## config.mk

```make
export PLATFORM = sky130hd
export DESIGN_NAME = mac_opfetch
export DESIGN_NICKNAME = d
export VERILOG_FILES = /design/src/rtl/mac_opfetch.sv
export SDC_FILE = /design/constraint.sdc
export NUM_CORES = 1
export LEC_CHECK = 0
export BUFFER_PORTS_ARGS = -buffer_cell sky130_fd_sc_hd__buf_2
export CORE_MARGIN = 5
export CORE_UTILIZATION = 47
export DETAILED_ROUTE_END_ITERATION = 8
export GPL_ROUTABILITY_DRIVEN = 0
export PLACE_DENSITY = 0.79
export REMOVE_ABC_BUFFERS = 1
export SYNTH_ARGS = -nofsm -noshare
export SYNTH_HDL_FRONTEND = slang
export SYNTH_SLANG_ARGS = --single-unit
export TNS_END_PERCENT = 20
```

## constraint.sdc

```tcl
create_clock -name clk -period 5.81 [get_ports clk]
set_input_delay 1.743 -clock clk [delete_from_list [all_inputs] [get_ports clk]]
set_output_delay 1.743 -clock clk [all_outputs]
set_load 0.03 [all_outputs]
```

## src/rtl/mac_opfetch.sv

```systemverilog
// mac_opfetch: AHB-Lite read master that fetches the two memory operands of
// MAC.W / MAC.L (@Rm+,@Rn+). One request carries both addresses; two
// pipelined single reads are issued and each operand is returned on rslt
// with a one-cycle rdy strobe.
// Optional feature macro: MAC_OPF_MISALIGN_EN (reject misaligned requests
// with an err pulse instead of silently aligning the addresses).
module mac_opfetch #(
    parameter int ADDR_W     = 32,
    parameter bit BIG_ENDIAN = 1'b1
) (
    input  logic              clk,
    input  logic              rst,
    input  logic              req,
    input  logic              req_l,
    input  logic [ADDR_W-1:0] addr0,
    input  logic [ADDR_W-1:0] addr1,
    input  logic              flush,
    output logic [ADDR_W-1:0] HADDR,
    output logic [1:0]        HTRANS,
    output logic [2:0]        HSIZE,
    output logic              HWRITE,
    input  logic [31:0]       HRDATA,
    input  logic              HREADY,
    input  logic              HRESP,
    output logic [31:0]       rslt,
    output logic              rdy,
    output logic              bsy,
    output logic              err
);

    localparam logic [1:0] TR_IDLE   = 2'b00;
    localparam logic [1:0] TR_NONSEQ = 2'b10;

    // A0: op0 address phase; A1D0: op1 address + op0 data; D1: op1 data.
    // ERRW: second cycle of an error response; FLSH: silent drain after flush.
    typedef enum logic [2:0] {
        S_IDLE, S_A0, S_A1D0, S_D1, S_ERRW, S_FLSH
    } state_t;

    state_t            state, state_nxt;
    logic [ADDR_W-1:0] a0_q, a1_q;
    logic              lw_q;
    logic              lat;
    logic              rdy_nxt;
    logic              err_nxt;
    logic              cap_hi;

    // Extract the operand from the bus word: full word for L, selected lane for W.
    function automatic logic [31:0] lane_sel(input logic [31:0] d, input logic hi_addr,
                                             input logic l);
        logic [15:0] half;
        if (BIG_ENDIAN)
            half = hi_addr ? d[15:0] : d[31:16];
        else
            half = hi_addr ? d[31:16] : d[15:0];
        return l ? d : {16'h0000, half};
    endfunction

`ifdef MAC_OPF_MISALIGN_EN
    function automatic logic misaligned(input logic [ADDR_W-1:0] a, input logic l);
        return l ? (a[1] | a[0]) : a[0];
    endfunction
`else
    function automatic logic [ADDR_W-1:0] align(input logic [ADDR_W-1:0] a, input logic l);
        logic [ADDR_W-1:0] r;
        r    = a;
        r[0] = 1'b0;
        if (l)
            r[1] = 1'b0;
        return r;
    endfunction
`endif

    assign HWRITE = 1'b0;
    assign bsy    = (state != S_IDLE);

    // State register and registered operand/strobe outputs.
    always_ff @(posedge clk or negedge rst) begin
        if (!rst) begin
            state <= S_IDLE;
            rdy   <= 1'b0;
            err   <= 1'b0;
            rslt  <= '0;
        end else begin
            state <= state_nxt;
            rdy   <= rdy_nxt;
            err   <= err_nxt;
            if (rdy_nxt)
                rslt <= lane_sel(HRDATA, cap_hi, lw_q);
        end
    end

    // Request latch; contents only matter while the FSM is busy.
    always_ff @(posedge clk) begin
        if (lat) begin
`ifdef MAC_OPF_MISALIGN_EN
            a0_q <= addr0;
            a1_q <= addr1;
`else
            a0_q <= align(addr0, req_l);
            a1_q <= align(addr1, req_l);
`endif
            lw_q <= req_l;
        end
    end

    // Next-state, bus address/control and capture decisions.
    always_comb begin
        state_nxt = state;
        HTRANS    = TR_IDLE;
        HADDR     = '0;
        HSIZE     = 3'b010;
        lat       = 1'b0;
        rdy_nxt   = 1'b0;
        err_nxt   = 1'b0;
        cap_hi    = 1'b0;
        case (state)
            S_IDLE: begin
                if (req) begin
`ifdef MAC_OPF_MISALIGN_EN
                    if (misaligned(addr0, req_l) || misaligned(addr1, req_l)) begin
                        err_nxt = 1'b1;
                    end else begin
                        lat       = 1'b1;
                        state_nxt = S_A0;
                    end
`else
                    lat       = 1'b1;
                    state_nxt = S_A0;
`endif
                end
            end
            S_A0: begin
                HTRANS = TR_NONSEQ;
                HADDR  = a0_q;
                HSIZE  = lw_q ? 3'b010 : 3'b001;
                // If op0's address phase was accepted, its data phase must still drain.
                if (flush)
                    state_nxt = HREADY ? S_FLSH : S_IDLE;
                else if (HREADY)
                    state_nxt = S_A1D0;
            end
            S_A1D0: begin
                HTRANS = TR_NONSEQ;
                HADDR  = a1_q;
                HSIZE  = lw_q ? 3'b010 : 3'b001;
                if (flush) begin
                    state_nxt = HREADY ? S_IDLE : S_FLSH;
                end else if (HRESP) begin
                    err_nxt   = HREADY;
                    state_nxt = HREADY ? S_IDLE : S_ERRW;
                end else if (HREADY) begin
                    rdy_nxt   = 1'b1;
                    cap_hi    = a0_q[1];
                    state_nxt = S_D1;
                end
            end
            S_D1: begin
                HADDR = a1_q;
                HSIZE = lw_q ? 3'b010 : 3'b001;
                if (flush) begin
                    state_nxt = HREADY ? S_IDLE : S_FLSH;
                end else if (HRESP) begin
                    err_nxt = HREADY;
                    if (HREADY)
                        state_nxt = S_IDLE;
                end else if (HREADY) begin
                    rdy_nxt   = 1'b1;
                    cap_hi    = a1_q[1];
                    state_nxt = S_IDLE;
                end
            end
            S_ERRW: begin
                if (HREADY) begin
                    err_nxt   = 1'b1;
                    state_nxt = S_IDLE;
                end
            end
            S_FLSH: begin
                if (HREADY)
                    state_nxt = S_IDLE;
            end
            default: state_nxt = S_IDLE;
        endcase
    end

endmodule

```

Yosys cells after proc, flatten, opt, wreduce, memory -nomap -nowiden --
Cells that the tools add are included.
Storage, ports and cells: register bits after elaboration 100, input port bits 103, output and inout port bits 73, word-level logic and storage cells 58
Operators by class: eq/ne operators 8, muxes and demuxes 34, reductions and logical operators 7
Operators by type and width (count):
- 32-bit one-hot mux with 2 select lines | 1
- 3-bit 2-to-1 mux | 11
- 32-bit 2-to-1 mux | 1
- 16-bit 2-to-1 mux | 1
- 3-bit one-hot mux with 5 select lines | 1
- 1-bit 2-to-1 mux | 14
- 3-bit by 2-bit == test with 1-bit output, second input constant | 2
- 3-bit == test, second input constant | 2
- 2-bit 2-to-1 mux | 3
- 2-bit OR reduction | 3
- 4-bit inequality test, second input constant | 1
- 1-bit one-hot mux with 2 select lines | 2
- 3-bit by 1-bit == test with 1-bit output, second input constant | 1
- 3-bit zero test | 1
- 3-bit inequality test, second input constant | 1
- 3-bit AND reduction | 1
- 3-bit nonzero test | 1
- 3-bit OR reduction | 1
- 2-bit inequality test, second input constant | 1

Longest topological paths before layout --
Gate-level depths: netlist of the first run.
depth after elaboration 6, mapped depth 7, gate-level depth less buffers 4

Worst setup path before layout of the first run --
OpenSTA, ideal clock, no wires.
path kind input -> register, start input port req, end register a0_q[10] (enable), data arrival time 4.397 ns, required time 5.325 ns, slack 0.929 ns, cell stages on the path 2, cells stage by stage inv_1 -> nor2_1
On the way: longest elaborated chain between the ends 2
Ends and longest elaborated chain:
- start, declared | line 13 | input logic req,
- 1-bit 2-to-1 mux | line 119 | if (req) begin
- 1-bit 2-to-1 mux | line 117 | case (state)
- net lat | line 43 | logic lat;
- end signal, assigned | line 100 | a0_q <= align(addr0, req_l);
- end, declared | line 41 | logic [ADDR_W-1:0] a0_q, a1_q;
The timed path passes the listed nets, and every way through them passes these cells. A chain may end at the register's enable or synchronous reset.

Worst setup path after layout of the first run --
start register state[1], end output port HADDR[16]
On the way: longest elaborated chain between the ends 3
Ends and longest elaborated chain:
- start, declared | line 40 | state_t state, state_nxt;
- start signal, assigned | line 85 | state <= state_nxt;
- 3-bit by 2-bit == test with 1-bit output | line 117
- 2-bit OR reduction (no line)
- 32-bit one-hot mux with 2 select lines (*) | line 117
- end, declared | line 18 | output logic [ADDR_W-1:0] HADDR,
Mark *: on every way between the ends. The rest lies on a longest branch, timed or not.

==> results.cfg, run 1 <==
[run_status]
status = finished, final reports clean

[setup_path]
crit_path_end_kind = primary output
timing.rr.end = a1_q[23]
startpoint = state[1]
worst_ep_arrival_time_ns = 2.66
reg2reg_depth = 3
crit_required_ns = 4.07
timing.rr.start = state[0]
start_kind = register
cp_max_fo = 27
crit_type = reg2out
crit_end = HADDR[16]
regToRegSetupSlack_ns = 3.28

[layout]
diodes = 0
finalNonFillerCells = 570
syn2layout_area_growth_pct = 27.8
layout-drive-gt1-share_pct = 41.9
utilization_pct = 61.9
layout.nets = 563
fillers = 660

[yosys]
yosysWarnings = 0
synthAdderAreaFrac_pct = 0
synth_seq_cells = 100
yosysMostFrequentCell = edfxtp_1
ys_async_sr_fraction_pct = 37.0
synth-edff-count = 63
synth_area_sq_mm = 0.00400
yosys.area.top_type_share_pct = 47.3
synth_top_family_by_area = compound AO/OA/AOI/OAI gates
yosys.area_share.simple_pct = 8.04
muxShareOfSynthArea_pct = 4.00
seq_area_frac_synth_pct = 70.4
synth_xor_area_share_pct = 0.219
postSynthAreaPerCell_sq_um = 13.4
yosysUniqueCellTypes = 31
synthTopCellsByArea = edfxtp_1 47%, dfrtp_1 23%, a22o_1 6.8%
yosys_most_used_dff = edfxtp_1
synth_cells = 299
synth_compound_area_share_pct = 13.8
synth.top_cells.by_count = 63 x edfxtp_1, 50 x nand2_1, 37 x dfrtp_1
yosys.area.top_type = edfxtp_1

[timing]
slew_headroom_pct = 23.3
worst_pin_slew_ns = 1.15
report.final.hold_viol_count = 0
fin_crit_sh_pct = 75.7
grt_setup_unrepaired = false
fin_crit_ns = 4.40
fmax_mhz = 227
setup_viol = 0
fin_setup_tns_ns = 0
slew_violations = 0
fin_worst_skew_ns = 0.00927

[routing]
postRouteAntennaNets = 0
wirelength_mm = 9.39
num_vias = 2932
avgRoutedWirePerCell_microns = 16.5
drtIter0Drc = 189
drt_drc_violations_left = 0
dr.pass1.iters = 4
vias_per_cell = 5.14

[cts]
clock_tree.root_cell = clkbuf_8
cts_buffers = 9
clockBufferDepth = 2
cts_resized = 0
path_clk_slew_ns = 0.09
cts_setup_buffers = 0
clock_sinks = 100
cts_max_level = 3
cts_hold_repair.buffers = 0
clk_latency_ns = 0.35
cts_tree = built

[place]
place_inst = 554
port_buffers = 169
dp_hpwl_mm = 6.96

[floorplan]
io_pins = 176
rows = 33
dieArea_sq_mm = 0.0105
die_h_microns = 102
core-area_sq_mm = 0.00826
initial_utilization_pct = 48.5
die_x_microns = 102

[global_routing]
antenna_found_initial = 1
overflow = 0
grt_pass1_wl_mm = 14.7
grt_usage_pct = 18.3
grt_max_degree = 66
grt_pass1_vias = 3011

[pwr]
p_leak_nw = 2.37
p_per_area_mw_per_mm2 = 561
peakVddDrop_v = 0.000336

[run]
drv_cap = 0

[hold_path]
hold_class = reg2reg
[layer usage]
| layer | wire, microns | part of all wire, % | up-vias | GRT usage [%] |
|---|---|---|---|---|
| li1 | - | - | 1399 | - |
| met1 | 3750 | 40 | 1357 | 22.8 |
| met2 | 4390 | 47 | 162 | 30.2 |
| met3 | 1130 | 12 | 12 | 5.80 |
| met4 | 112 | 1.2 | 2 | 6.46 |
| met5 | 13 | 0.14 | - | 0 |
[worst min path at each step]
stage,start,to,depth (start not counted)
3_3_place_gp,rslt[5],rslt[5],2
2_1_floorplan,rslt[10],rslt[10],2
3_5_place_dp,rslt[1],rslt[1],2
4_1_cts,rslt[31],rslt[31],2
5_1_grt,rslt[31],rslt[31],2
6_report,rslt[1],rslt[1],2
[cell usage in the layout, fill, tap and decap left out, drive strengths merged, types with 7 or more instances in the layout]
master / instances
buf: 172
dfrtp: 37
nor2b: 7
inv: 7
nor2: 7
mux2i: 16
a22o: 31
clkbuf: 9
edfxtp: 63
nand2: 50
o21ai: 35
[state kept, by name (all words and copies together), names as in the netlist]
name and flops:
lw_q 1, err 1, state 3, a1_q 31
a0_q 31, rslt 32, rdy 1
[cell type report]
cell class	count	area, sq um	share of cell area [%]
tap	105	131	2.57
clock buffer	9	124	2.42
inverter	5	18.8	0.367
timing repair buffer	172	868	17.0
clock inverter	7	73.8	1.44
multi-input combinational	172	1080	21.1
sequential	100	2820	55.1
[per-stage QoR]
| stage | cell area, sq um | power (W) | worst slack (ns) | hold WS (ns) |
|---|---|---|---|---|
| finish | 5110 | 0.00287 | 1.41 | 0.482 |
| global placement | 4910 | 0.00242 | 1.85 | 0.462 |
| global route | 5110 | 0.00303 | 1.22 | 0.522 |
| CTS | 5110 | 0.00290 | 1.40 | 0.494 |
| floorplan | 3890 | 0.00203 | 0.929 | 0.657 |
| detailed placement | 4910 | 0.00246 | 1.80 | 0.470 |
[critical path: stages (launching register included)]
cell and delay [ns]:
dfrtp_1 0.63, nor2b_2 1.00, buf_4 0.31, a22o_1 0.14
buf_2 0.21
[power breakdown]
part	switching (W)	total, W	internal, W
Clock	0.000237	0.000439	0.000202
Sequential	0.000121	0.00111	0.000990
Combinational	0.000907	0.00132	0.000412
Total	0.00126	0.00287	0.00160
[logic make-up after synthesis]
kind of cell | Yosys count
buffers and inverters | 30
muxes | 16
and+or+nand+nor | 73
other | 1
DFF | 100
xor gates and xnor gates | 1
AOI/OAI and AO/OA | 78
Power figures use the tool's default switching activity.
==> run 2: changes to the inputs <==
Settings changed: CORE_UTILIZATION 47 to 43, PLACE_DENSITY 0.79 to 0.77.
Clock period 5.81 ns to 3.96 ns, I/O delays scaled along.
==> run 2 against run 1 <==
Hold slack about the same. Utilization down 5.9 points. Wire length fell by 1.5%. Critical path depth unchanged. Non-clock buffer count increased by 1.
==> results.cfg, run 2 (synthesized netlist as in run 1, its figures left out) <==
[cts]
cts_tree = built
cts_hold_repair.buffers = 0
cts_buffers = 9
cts_resized = 0
clk_latency_ns = 0.35
path_clk_slew_ns = 0.10
cts_setup_buffers = 0
cts_max_level = 3
clock_tree.root_cell = clkbuf_8
clockBufferDepth = 2
clock_sinks = 100

[pwr]
p_per_area_mw_per_mm2 = 815
pwr-share-clk_pct = 14.8
internal_power_w = 0.00230
p_sw_w = 0.00187
p_leak_nw = 2.37
p_seq_share_pct = 39.0
swShare_pct = 44.9
peakVddDrop_v = 0.000385
comb_power_share_pct = 46.2

[timing]
report.final.hold_viol_count = 0
fin_crit_ns = 3.35
fin_hold_ws_ns = 0.482
slew_violations = 0
fin_crit_sh_pct = 84.7
setup_ws_ns = 0.606
worst_pin_slew_ns = 1.07
fmax_mhz = 298
setup_viol = 0
fin_worst_skew_ns = 0.0116
grt_setup_unrepaired = false
slew_headroom_pct = 28.4

[routing]
dr.pass1.iters = 4
num_vias = 2916
drtIter0Drc = 125
postRouteAntennaNets = 0
drt_drc_violations_left = 0
vias_per_cell = 5.05
avgRoutedWirePerCell_microns = 16.0
wirelength_mm = 9.26

[place]
port_buffers = 169
dp_hpwl_mm = 6.77
place_inst = 561
place_area_sq_mm = 0.00493
pre_cts_slack_ns = 1.01

[layout]
utilization_pct = 56.0
reg_top3 = rslt x32, a0_q x31, a1_q x31
finalNonFillerCells = 577
syn2layout_area_growth_pct = 28.1
diodes = 0
design_area_sq_mm = 0.00513
final_cell_mix = 169 x buf_2, 63 x edfxtp_1, 50 x nand2_1
top_register = rslt
final_common_cell = buf_2
largest_reg_flops = 32
layout-drive-gt1-share_pct = 42.1
layout.nets = 564

[floorplan]
die_x_microns = 106
initial_utilization_pct = 43.7
dieArea_sq_mm = 0.0113
io_pins = 176
rows = 35
core-area_sq_mm = 0.00915
die_h_microns = 106

[global_routing]
overflow = 0
grt_max_degree = 66
grt_pass1_wl_mm = 14.5
antenna_found_initial = 0
grt_pass1_vias = 2986
grt_usage_pct = 16.3

[setup_path]
crit_type = reg2out
reg2reg_depth = 4
start_kind = register
crit_required_ns = 2.77
crit_path_end_kind = primary output
worst_ep_arrival_time_ns = 2.17
cp_max_fo = 33

[run]
drv_cap = 0

[run_status]
status = finished, final reports clean

[hold_path]
hold_class = reg2reg
holdPathStages = 2
## run 2: path summary, 6_finish.rpt
check                           end     start  slack [ns]
max reg2reg                rslt[11]  state[0]        1.71
min reg2reg                rslt[29]  rslt[29]        0.48
max in group asynchronous   rslt[2]       rst        2.53
min in group asynchronous   rslt[8]       rst        0.91
max                        HADDR[4]  state[0]        0.61
min                        rslt[29]  rslt[29]        0.48
## run 2: area by class of cell
class	instances	area, sq um
fillers	782	4030
flip-flops and latches	100	2820
multi-input cells	172	1080
repair buffers	173	876
well taps	111	139
clock buffers	9	124
clock inverters	7	72.6
inverters	5	18.8
## run 2: power groups by stage
| stage | clock network [W] | logic (W) | registers (W) |
|---|---|---|---|
| after floorplan | 0 | 0.00112 | 0.00185 |
| after global placement | 0 | 0.00193 | 0.00163 |
| after detailed placement | 0 | 0.00195 | 0.00165 |
| after CTS | 0.000641 | 0.00196 | 0.00163 |
| after global routing | 0.000688 | 0.00207 | 0.00166 |
| final | 0.000617 | 0.00193 | 0.00163 |
## run 2: metrics by stage
step / TNS (ns) / total power, W
after global routing: 0 / 0.00442
after CTS: 0 / 0.00423
final: 0 / 0.00418
after floorplan: -23.09 / 0.00297
after global placement: 0 / 0.00356
after detailed placement: 0 / 0.00361
## run 2: per-layer routing
| layer | global-route usage [%] | wire [microns] | vias to the layer above |
|---|---|---|---|
| met1 | 19.3 | 3910 | 1357 |
| met5 | 0 | 0 | - |
| met3 | 6.01 | 1000 | 9 |
| li1 | - | - | 1408 |
| met4 | 4.29 | 70 | 0 |
| met2 | 28.0 | 4270 | 142 |
## run 2: worst max-delay path, stage by stage (launching register included)
cell	delay, ns
dfrtp_1	0.71
nor3b_4	0.27
buf_4	0.37
a22o_1	0.23
buf_2	0.21
==> run 3: changes to the inputs <==
Settings changed: CORE_UTILIZATION 43 to 47, PLACE_DENSITY 0.77 to 0.79.
Clock period 3.96 ns to 3.4 ns, I/O delays scaled along.
==> run 3 against run 2 <==
Clock skew down 0.0036 ns. Flip-flop and latch count unchanged. Design area up 0.63%. Die area down 7.7%. Sequential power up 15%. Worst setup slack worse by 0.24 ns. Utilization up 6.5 points. Wire length down 0.72%. Non-clock buffer count up 3. Critical path type unchanged.
==> results.cfg, run 3 (synthesized netlist as in run 1, its figures left out) <==
[timing]
grt_setup_unrepaired = false
worst_pin_slew_ns = 0.802
fin_hold_ws_ns = 0.483
fin_crit_ns = 3.04
fin_worst_skew_ns = 0.00805
fmax_mhz = 329
slew_violations = 0
setup_viol = 0
fin_crit_sh_pct = 89.3
slew_headroom_pct = 46.6
report.final.hold_viol_count = 0

[routing]
drt_drc_violations_left = 0
wirelength_mm = 9.19
avgRoutedWirePerCell_microns = 16.0
vias_per_cell = 5.12
num_vias = 2937
dr.pass1.iters = 4
drtIter0Drc = 140
postRouteAntennaNets = 0

[floorplan]
die_h_microns = 102
dieArea_sq_mm = 0.0105
core-area_sq_mm = 0.00826
rows = 33
die_x_microns = 102
io_pins = 176
initial_utilization_pct = 48.5

[global_routing]
grt_usage_pct = 17.7
grt_max_degree = 64
overflow = 0
grt_pass1_vias = 2843
grt_pass1_wl_mm = 14.1
antenna_found_initial = 1

[run]
drv_cap = 0

[place]
port_buffers = 169
dp_hpwl_mm = 6.81
place_inst = 558
place_area_sq_mm = 0.00496

[setup_path]
worst_ep_arrival_time_ns = 2.02
max_stage_delay_ns = 0.63
timing.rr.start = state[1]
crit_path_end_kind = primary output
crit_end = HADDR[27]
path_cells = nor2b_2, buf_4, a22o_1, buf_2
regToRegSetupSlack_ns = 1.27
startpoint = state[1]
crit_type = reg2out
timing.rr.end = a0_q[16]
start_kind = register
reg2reg_depth = 3
cp_max_fo = 34
crit_required_ns = 2.38
crit_slowest_cell = dfrtp_1

[pwr]
peakVddDrop_v = 0.000595
total_power_w = 0.00493
p_leak_nw = 2.39
p_per_area_mw_per_mm2 = 956

[layout]
fillers = 658
final_common_cell = buf_2
final_cell_mix = 169 x buf_2, 63 x edfxtp_1, 50 x nand2_1
finalNonFillerCells = 574
syn2layout_area_growth_pct = 28.9
reg_top3 = rslt x32, a0_q x31, a1_q x31
utilization_pct = 62.5
top_register = rslt
largest_reg_flops = 32
design_area_sq_mm = 0.00516
layout.nets = 567
diodes = 0
layout-drive-gt1-share_pct = 42.4

[run_status]
status = finished, final reports clean

[cts]
cts_tree = built
cts_resized = 0
clock_tree.root_cell = clkbuf_8
cts_buffers = 9
cts_max_level = 3
clock_sinks = 100
path_clk_slew_ns = 0.10
cts_setup_buffers = 0
clk_latency_ns = 0.35
clockBufferDepth = 2
cts_hold_repair.buffers = 0

[hold_path]
hold_class = reg2reg
[run 3: cell count changes in the layout (fill, tap and decap cells not counted), sizes merged]
cell / before / now
buf: 173 / 176
clkinv: 4 / 2
inv: 7 / 9
[run 3: worst max-delay path: cells and delay by family, from the launching register on]
kind / cells / cell delay, ns
AO/OA/AOI/OAI: 1 / 0.24
AND/OR/NAND/NOR: 1 / 0.22
flip-flops: 1 / 0.63
buffers and inverters: 2 / 0.56
[run 3: final cells by class]
| cell class | instances | area, sq um | area share [%] |
|---|---|---|---|
| Sequential cell | 100 | 2820 | 54.6 |
| Tap cell | 105 | 131 | 2.55 |
| Timing Repair Buffer | 176 | 911 | 17.7 |
| Inverter | 5 | 18.8 | 0.364 |
| Clock inverter | 7 | 77.6 | 1.50 |
| Multi-Input combinational cell | 172 | 1080 | 20.9 |
| Clock buffer | 9 | 124 | 2.40 |
[run 3: worst min path at each step]
| stage | startpoint | endpoint | slack, ns | cells past startpoint |
|---|---|---|---|---|
| floorplan | rslt[10] | rslt[10] | 0.66 | 2 |
| global placement | rslt[24] | rslt[24] | 0.46 | 2 |
| detailed placement | rslt[0] | rslt[0] | 0.47 | 2 |
| CTS | rslt[0] | rslt[0] | 0.49 | 2 |
| global route | rslt[0] | rslt[0] | 0.50 | 2 |
| finish | rslt[0] | rslt[0] | 0.48 | 2 |
[run 3: stage by stage]
step	setup TNS, ns	setup slack, ns
after floorplan	-54.15	-0.860
after global placement	0	0.773
after detailed placement	0	0.766
after CTS	0	0.344
after global routing	0	0.237
final	0	0.364
[run 3: where the power goes]
| part | internal [W] | switching (W) |
|---|---|---|
| Sequential | 0.00169 | 0.000177 |
| Clock | 0.000294 | 0.000450 |
| Combinational | 0.000738 | 0.00158 |
[run 3: metal layers]
metal	vias to the layer above	share of wire, %	GRT usage [%]
met5	-	0.14	0
met1	1371	41	22.0
met4	2	0.85	5.55
met3	9	11	5.67
met2	146	47	29.8
li1	1409	-	-
